--- config.mk ---
export PLATFORM = sky130hd
export DESIGN_NAME = seq_multiplier32
export DESIGN_NICKNAME = d
export VERILOG_FILES = /design/src/rtl/seq_multiplier32_pkg.sv /design/src/rtl/seq_multiplier32_adder.sv /design/src/rtl/seq_multiplier32.sv
export SDC_FILE = /design/constraint.sdc
export NUM_CORES = 1
export LEC_CHECK = 0
export CORE_AREA = 2 2 90 127
export DETAILED_ROUTE_END_ITERATION = 8
export DIE_AREA = 0 0 92 129
export PLACE_DENSITY = 0.95
export SLEW_MARGIN = 5
export SYNTH_ARGS = -nofsm -noshare
export SYNTH_HDL_FRONTEND = slang
export SYNTH_HIERARCHICAL = 1
export SYNTH_SLANG_ARGS = --single-unit
--- constraint.sdc ---
create_clock -name clk -period 22 [get_ports clk]
set_input_delay 4.4 -clock clk [delete_from_list [all_inputs] [get_ports clk]]
set_output_delay 4.4 -clock clk [all_outputs]
set_load 0.02 [all_outputs]
--- src/rtl/seq_multiplier32_pkg.sv ---
// Shared definitions for the sequential multiplier and later multi-cycle ALU stages.
// State encodings and the fixed iteration count of the 32-bit datapath.
package seq_multiplier32_pkg;

    typedef enum logic [1:0] {
        IDLE = 2'd0,
        LOAD = 2'd1,
        RUN  = 2'd2,
        DONE = 2'd3
    } state_t;

    localparam int MULT_ITERATIONS = 32;

endpackage

--- src/rtl/seq_multiplier32_adder.sv ---
// 32-bit ripple-carry adder used for each partial-sum addition.
// Purely combinational; the unsigned datapath has no use for an overflow flag.
module FullAdder32bit (
    input  logic [31:0] a,
    input  logic [31:0] b,
    input  logic        carryin,
    output logic [31:0] sum,
    output logic        carryout
);

    logic carry;

    always_comb begin
        sum   = '0;
        carry = carryin;
        for (int i = 0; i < 32; i++) begin
            sum[i] = a[i] ^ b[i] ^ carry;
            carry  = (a[i] & b[i]) | (carry & (a[i] ^ b[i]));
        end
        carryout = carry;
    end

endmodule

--- src/rtl/seq_multiplier32.sv ---
// Unsigned 32x32->64 shift-and-add multiplier, one multiplier bit per iteration.
// Each iteration gives the ripple adder SETTLE_CYCLES clocks before capture.
module seq_multiplier32
    import seq_multiplier32_pkg::*;
#(
    parameter int SETTLE_CYCLES = 1
) (
    input  logic        clk,
    input  logic        reset_n,
    input  logic        start,
    input  logic [31:0] a,
    input  logic [31:0] b,
    output logic        busy,
    output logic        done,
    output logic [63:0] product
);

    localparam int CW = $clog2(SETTLE_CYCLES + 1);
    localparam logic [CW-1:0] CNT_INIT = CW'(SETTLE_CYCLES - 1);

    state_t        state;
    state_t        state_nxt;
    logic [31:0]   mcand;
    logic [31:0]   hi;
    logic [31:0]   lo;
    logic [31:0]   addend;
    logic [31:0]   sum;
    logic          carryout;
    logic [4:0]    iter;
    logic [CW-1:0] cnt;
    logic          accept;
    logic          capture;
    logic          last;

    assign addend = lo[0] ? mcand : '0;

    FullAdder32bit u_adder (
        .a        (hi),
        .b        (addend),
        .carryin  (1'b0),
        .sum      (sum),
        .carryout (carryout)
    );

    // Operands are latched on the accepting edge so a/b need only be valid then.
    assign accept  = start && (state == IDLE || state == DONE);
    assign capture = (state == RUN) && (cnt == '0);
    assign last    = capture && (iter == 5'(MULT_ITERATIONS - 1));

    always_comb begin
        state_nxt = state;
        unique case (state)
            IDLE: if (start) state_nxt = LOAD;
            LOAD: state_nxt = RUN;
            RUN:  if (last) state_nxt = DONE;
            DONE: state_nxt = start ? LOAD : IDLE;
            default: state_nxt = IDLE;
        endcase
    end

    always_ff @(posedge clk or negedge reset_n) begin
        if (!reset_n) state <= IDLE;
        else          state <= state_nxt;
    end

    always_ff @(posedge clk or negedge reset_n) begin
        if (!reset_n) begin
            mcand <= '0;
            hi    <= '0;
            lo    <= '0;
            iter  <= '0;
            cnt   <= '0;
        end else if (accept) begin
            mcand <= a;
            hi    <= '0;
            lo    <= b;
        end else if (state == LOAD) begin
            iter <= '0;
            cnt  <= CNT_INIT;
        end else if (state == RUN) begin
            if (cnt != '0) begin
                cnt <= cnt - CW'(1);
            end else begin
                {hi, lo} <= {carryout, sum, lo[31:1]};
                iter     <= iter + 5'd1;
                cnt      <= CNT_INIT;
            end
        end
    end

    assign busy    = (state == LOAD) || (state == RUN);
    assign done    = (state == DONE);
    assign product = {hi, lo};

endmodule

After elaboration in Yosys (flattened, before gate mapping)
Index checks and enable logic that the tools add are counted.
Widths: inputs -> output; s select.

storage, ports and cells
  register bits = 104
  bits of input ports = 67
  output and inout port bits = 66
  word-level logic and storage cells = 207

operators by class
  add/sub/neg operators = 2
  equal/unequal tests = 9
  muxes and demuxes = 19
  bitwise gates (word level) = 159
  reductions and logical operators = 12

operators by type and width
  operator             count
  $mux 32              9
  $and 1x1->1          63
  $xor 1x1->1          63
  $or 1x1->1           31
  $mux 5               3
  $pmux 2 s4           1
  $ne 2x2->1 const B   3
  $reduce_and 3->1     2
  $add 5x1->5 const B  1
  $eq 5x5->1 const B   1
  $eq 2x2->1 const B   2
  $mux 1               4
  $mux 2               2
  $ne 2x1->1 const B   2
  $reduce_and 2->1     2
  $reduce_bool 2->1    2
  $logic_and 1x1->1    3
  $eq 2x1->1 const B   1
  $logic_not 2->1      1
  $logic_or 1x1->1     2
  $not 1->1            2
  $sub 1x1->1 const B  1

Logic depth before layout (Yosys ltp)
  depth in word-level cells = 68
  depth in mapped cells = 39

Modules after synthesis
Netlist, hierarchy kept.

by module, submodules not included
  module            times used  cells an instance  area an instance (µm²)  seq. area each (µm²)
  seq_multiplier32  1           387                4,989.8                 2,577.5
  FullAdder32bit    1           42                 678.2                   0.0

Worst setup path after synthesis
OpenSTA, ideal clock, no wires.

  path kind = register -> register
  from = register lo[0]
  to = register hi[30]
  setup time = 0.079 ns
  data arrival time = 12.923 ns
  required time = 21.921 ns
  path slack = 8.998 ns
  stages on the path, launching flop included = 40
  path through = dfrtp_1 and2_1 fa_1 fa_1 fa_1 fa_1 fa_1 fa_1 fa_1 fa_1 fa_1 fa_1 fa_1 fa_1 fa_1 fa_1 fa_1 fa_1 [... 4 more ...] fa_1 fa_1 fa_1 fa_1 fa_1 fa_1 fa_1 fa_1 fa_1 fa_1 fa_1 fa_1 fa_1 inv_1 fa_1 inv_1 nand2_1 mux2i_1

between the ends
  cells in the longest elaborated chain, start to end = 67
  elaborated cells between the ends (all ways) = 128

RTL lines
  what                      RTL line                      source
  from (decl)               seq_multiplier32.sv:25        logic [31:0] lo;
  from (signal assigned)    seq_multiplier32.sv:84        {hi, lo} <= {carryout, sum, lo[31:1]};
  $mux 32                   seq_multiplier32.sv:35        assign addend = lo[0] ? mcand : '0;
  named net addend[0]       seq_multiplier32.sv:26        logic [31:0] addend;
  $and 1x1->1 (2 in a row)  seq_multiplier32_adder.sv:18  carry = (a[i] & b[i]) | (carry & (a[i] ^ b[i]));
  $or 1x1->1                seq_multiplier32_adder.sv:18
  $and 1x1->1               seq_multiplier32_adder.sv:18
  $or 1x1->1                seq_multiplier32_adder.sv:18
  $and 1x1->1               seq_multiplier32_adder.sv:18
  $or 1x1->1                seq_multiplier32_adder.sv:18
  [... 52 more ...]         n/a
  $and 1x1->1               seq_multiplier32_adder.sv:18
  $or 1x1->1                seq_multiplier32_adder.sv:18
  $xor 1x1->1               seq_multiplier32_adder.sv:17  sum[i] = a[i] ^ b[i] ^ carry;
  named net sum[31]         seq_multiplier32.sv:27        logic [31:0] sum;
  $mux 32                   seq_multiplier32.sv:81        if (cnt != '0) begin
  $mux 32                   seq_multiplier32.sv:80        end else if (state == RUN) begin
  $mux 32                   seq_multiplier32.sv:77        end else if (state == LOAD) begin
  $mux 32                   seq_multiplier32.sv:73        end else if (accept) begin
  to (signal assigned)      seq_multiplier32.sv:84
  to (decl)                 seq_multiplier32.sv:24        logic [31:0] hi;

The timed path passes the listed nets, and every way through them passes these cells. The select of a mux whose other input is x is not followed.
A chain may end at the register's enable or synchronous reset.

Worst setup path in the final report
Ends and elaborated chain as after synthesis.

==> impl_metrics.toml <==
[die]
die_h_um = 129
fp.dieW_um = 92
core_area_um2 = 10700
rows = 45
num_io_pins = 133
initial_core_util_pct = 53.0
die_area_um2 = 11900

[logic_synthesis]
ys_seq_area_share_pct = 45.5
synthAdderAreaFrac_pct = 12.8
synth_top_family_by_area = "multiplexers"
synthesis.area_um2 = 5670
muxShareOfSynthArea_pct = 27.1
synth-xor-area-share_pct = 0
ys_types = 26
syn_area_per_cell_um2 = 13.2
synth-seq-cells = 103
yosysWarnings = 6
yosys.area_share.simple_pct = 6.89
synth_cells = 429
syn-num-nets = 535
synth_compound_area_share_pct = 1.13

[timing]
max_freq_mhz = 72.6
relSlewSlack_pct = 55.6
fin_crit_sh_pct = 62.6
setup_tns_ns = 0
grt_setup_unrepaired = "no"
setup_slack_ns = 8.23
drv_slew = 0
tightest_slew_ns = 0.667
hold_ws_ns = 0.504
skew_ns = 0.00943
setup_viol = 0
hold_viol = 0
min_period_ns = 13.77

[layout]
diodes = 0
nets = 662
nFillCells = 756
areaGrowthSynthToFinish_pct = 29.0
final_layout_size_suffix_gt1_share_pct = 16.9
final_area_um2 = 7310

[global_route]
grtUsageTotal_pct = 20.1
grt_pass1_wl_mm = 18.9
overflow = 0
antenna_found_initial = 0
grt_pass1_vias = 3930
grt_max_degree = 57

[route]
drt_wl_total_mm = 11.1
met2WireLength_mm = 5.76
drc = 0
routed.top_layer = "met4"
wire_per_inst_um = 15.7
firstDrtPassIters = 4
m1WireLength_mm = 4.47
met3_length_um = 635
detail_route.iter0.violations = 80
routed_via_density = 5.10
drtAntennaViolNets = 0
vias = 3581

[clock_tree]
hold_buffers = 0
cts_made_buffers = 9
cts_resized = 0
cts_setup_buffers = 0
cts_max_level = 3
root_buffer = "clkbuf_16"
clk_pin_slew_ns = 0.08
clkLatencyLatePin_ns = 0.35
cts.sinks = 103
cts.path.max_buffers = 2
cts_tree = "yes"

[setup_path]
crit_family = "adder cells"
cp_max_fo = 34
worst_setup_path_start_kind = "register"
slowest_stage = "fa_1"
cp_num_buf_inv = 5
worstPathRequired_ns = 22.27
timing.critical_path.slowest_cell_delay_ns = 0.43
worstSetupPathType = "reg -> reg"
crit_top_cell = "fa_1"
cp-end-kind = "register"
cp_data_arrival_time_ns = 14.05

[power]
leakage_uw = 0.00334
p_per_area_nw_per_um2 = 174
total_power_uw = 1270
max-vdd-ir-drop_v = 0.0000894

[place]
port_buffers = 132
dpl-instance-area_um2 = 7020
hpwlAfterDp_mm = 8.09
gp_congestion = 0.766
dpl_worst_slack_ns = 8.26

[job]
cap_violations = 0

[min_path]
min_path_type = "reg -> reg"

[run_status]
outcome = "finished clean"
[final cells by class]
class	count	area (um2)	area share [%]
clock buffers	9	225	3.08
clock inverters	7	63.8	0.873
inverters	47	176	2.41
multi-input cells	258	2740	37.4
flip-flops and latches	103	2580	35.2
well taps	141	176	2.41
repair buffers	137	1360	18.5
[path summary, 6_finish.rpt]
kind / start / to / slack, ns / cells after the start
max: lo[0] / hi[30] / 8.23 / 40
max reg2reg: lo[0] / hi[30] / 8.23 / 40
min in group asynchronous: reset_n / lo[25] / 4.08 / 1
min: mcand[22] / mcand[22] / 0.50 / 1
max in group asynchronous: reset_n / hi[15] / 16.78 / 2
min reg2reg: mcand[22] / mcand[22] / 0.50 / 1
[registers in the layout, indices dropped and copies added (netlist names)]
signal / count
hi: 32
mcand: 32
iter: 5
state: 2
lo: 32
[placed cells by master (no fill, tap or decap)]
cell,count
o31ai_1,1
clkinv_4,1
inv_6,2
a21oi_4,1
and3_1,2
nand2b_4,1
a31o_2,1
inv_8,2
ha_1,7
nand2_1,37
mux2_1,28
fa_1,32
nand2b_1,2
mux2_4,30
clkbuf_16,9
clkdlybuf4s50_1,131
a22o_1,1
buf_4,6
conb_1,1
a21oi_1,1
dfrtp_1,103
nor2b_1,2
mux2i_1,32
mux2_2,40
and2_1,32
nor2_1,2
o21ai_0,5
inv_1,47
clkinvlp_4,2
[where the power goes]
group	leakage [uW]	total (uW)	internal, uW	switching [uW]
clock	0.000136	154	79.4	74.8
sequential	0.00124	365	290	74.8
combinational	0.00196	755	403	352
[stage by stage]
step                      std cells  util, %
after floorplan                 429        -
after CTS                       702     68.4
final                           702     68.4
after detailed placement        686     65.7
after global routing            702     68.4
after global placement          686     65.7
[Yosys cell counts]
cell type / instances / area, um2
buf_2: 3 / 15.0
mux2_1: 28 / 315
mux2_4: 30 / 450
o31ai_1: 1 / 7.51
nor2b_1: 2 / 12.5
nand2b_1: 3 / 18.8
fa_1: 32 / 641
ha_1: 7 / 87.6
mux2i_1: 32 / 320
inv_1: 47 / 176
and2_1: 32 / 200
nand2_1: 37 / 139
buf_8: 3 / 45.0
a22o_1: 1 / 8.76
a21oi_1: 1 / 5.00
o21ai_0: 5 / 25.0
a21oi_2: 1 / 8.76
buf_4: 4 / 30.0
buf_6: 8 / 90.1
conb_1: 1 / 3.75
nor2_1: 2 / 7.51
a31o_2: 1 / 8.76
dfrtp_1: 103 / 2580
mux2_2: 40 / 450
clkbuf_1: 3 / 11.3
and3_1: 2 / 12.5
[kinds of logic after synthesis]
logic type,count (synthesis)
multiplexers,130
AND/OR/NAND/NOR,78
adder cells (fa/ha/maj),39
AO/OA/AOI/OAI,10
buffers and inverters,68
flip-flops,103
other,1
[routing by layer]
metal,GRT usage [%],vias to the layer above
met1,24.0,1815
met2,36.1,108
li1,-,1643
met4,6.67,0
met3,4.63,15
met5,0,-
Note: power is estimated with default switching activity, not from simulation.
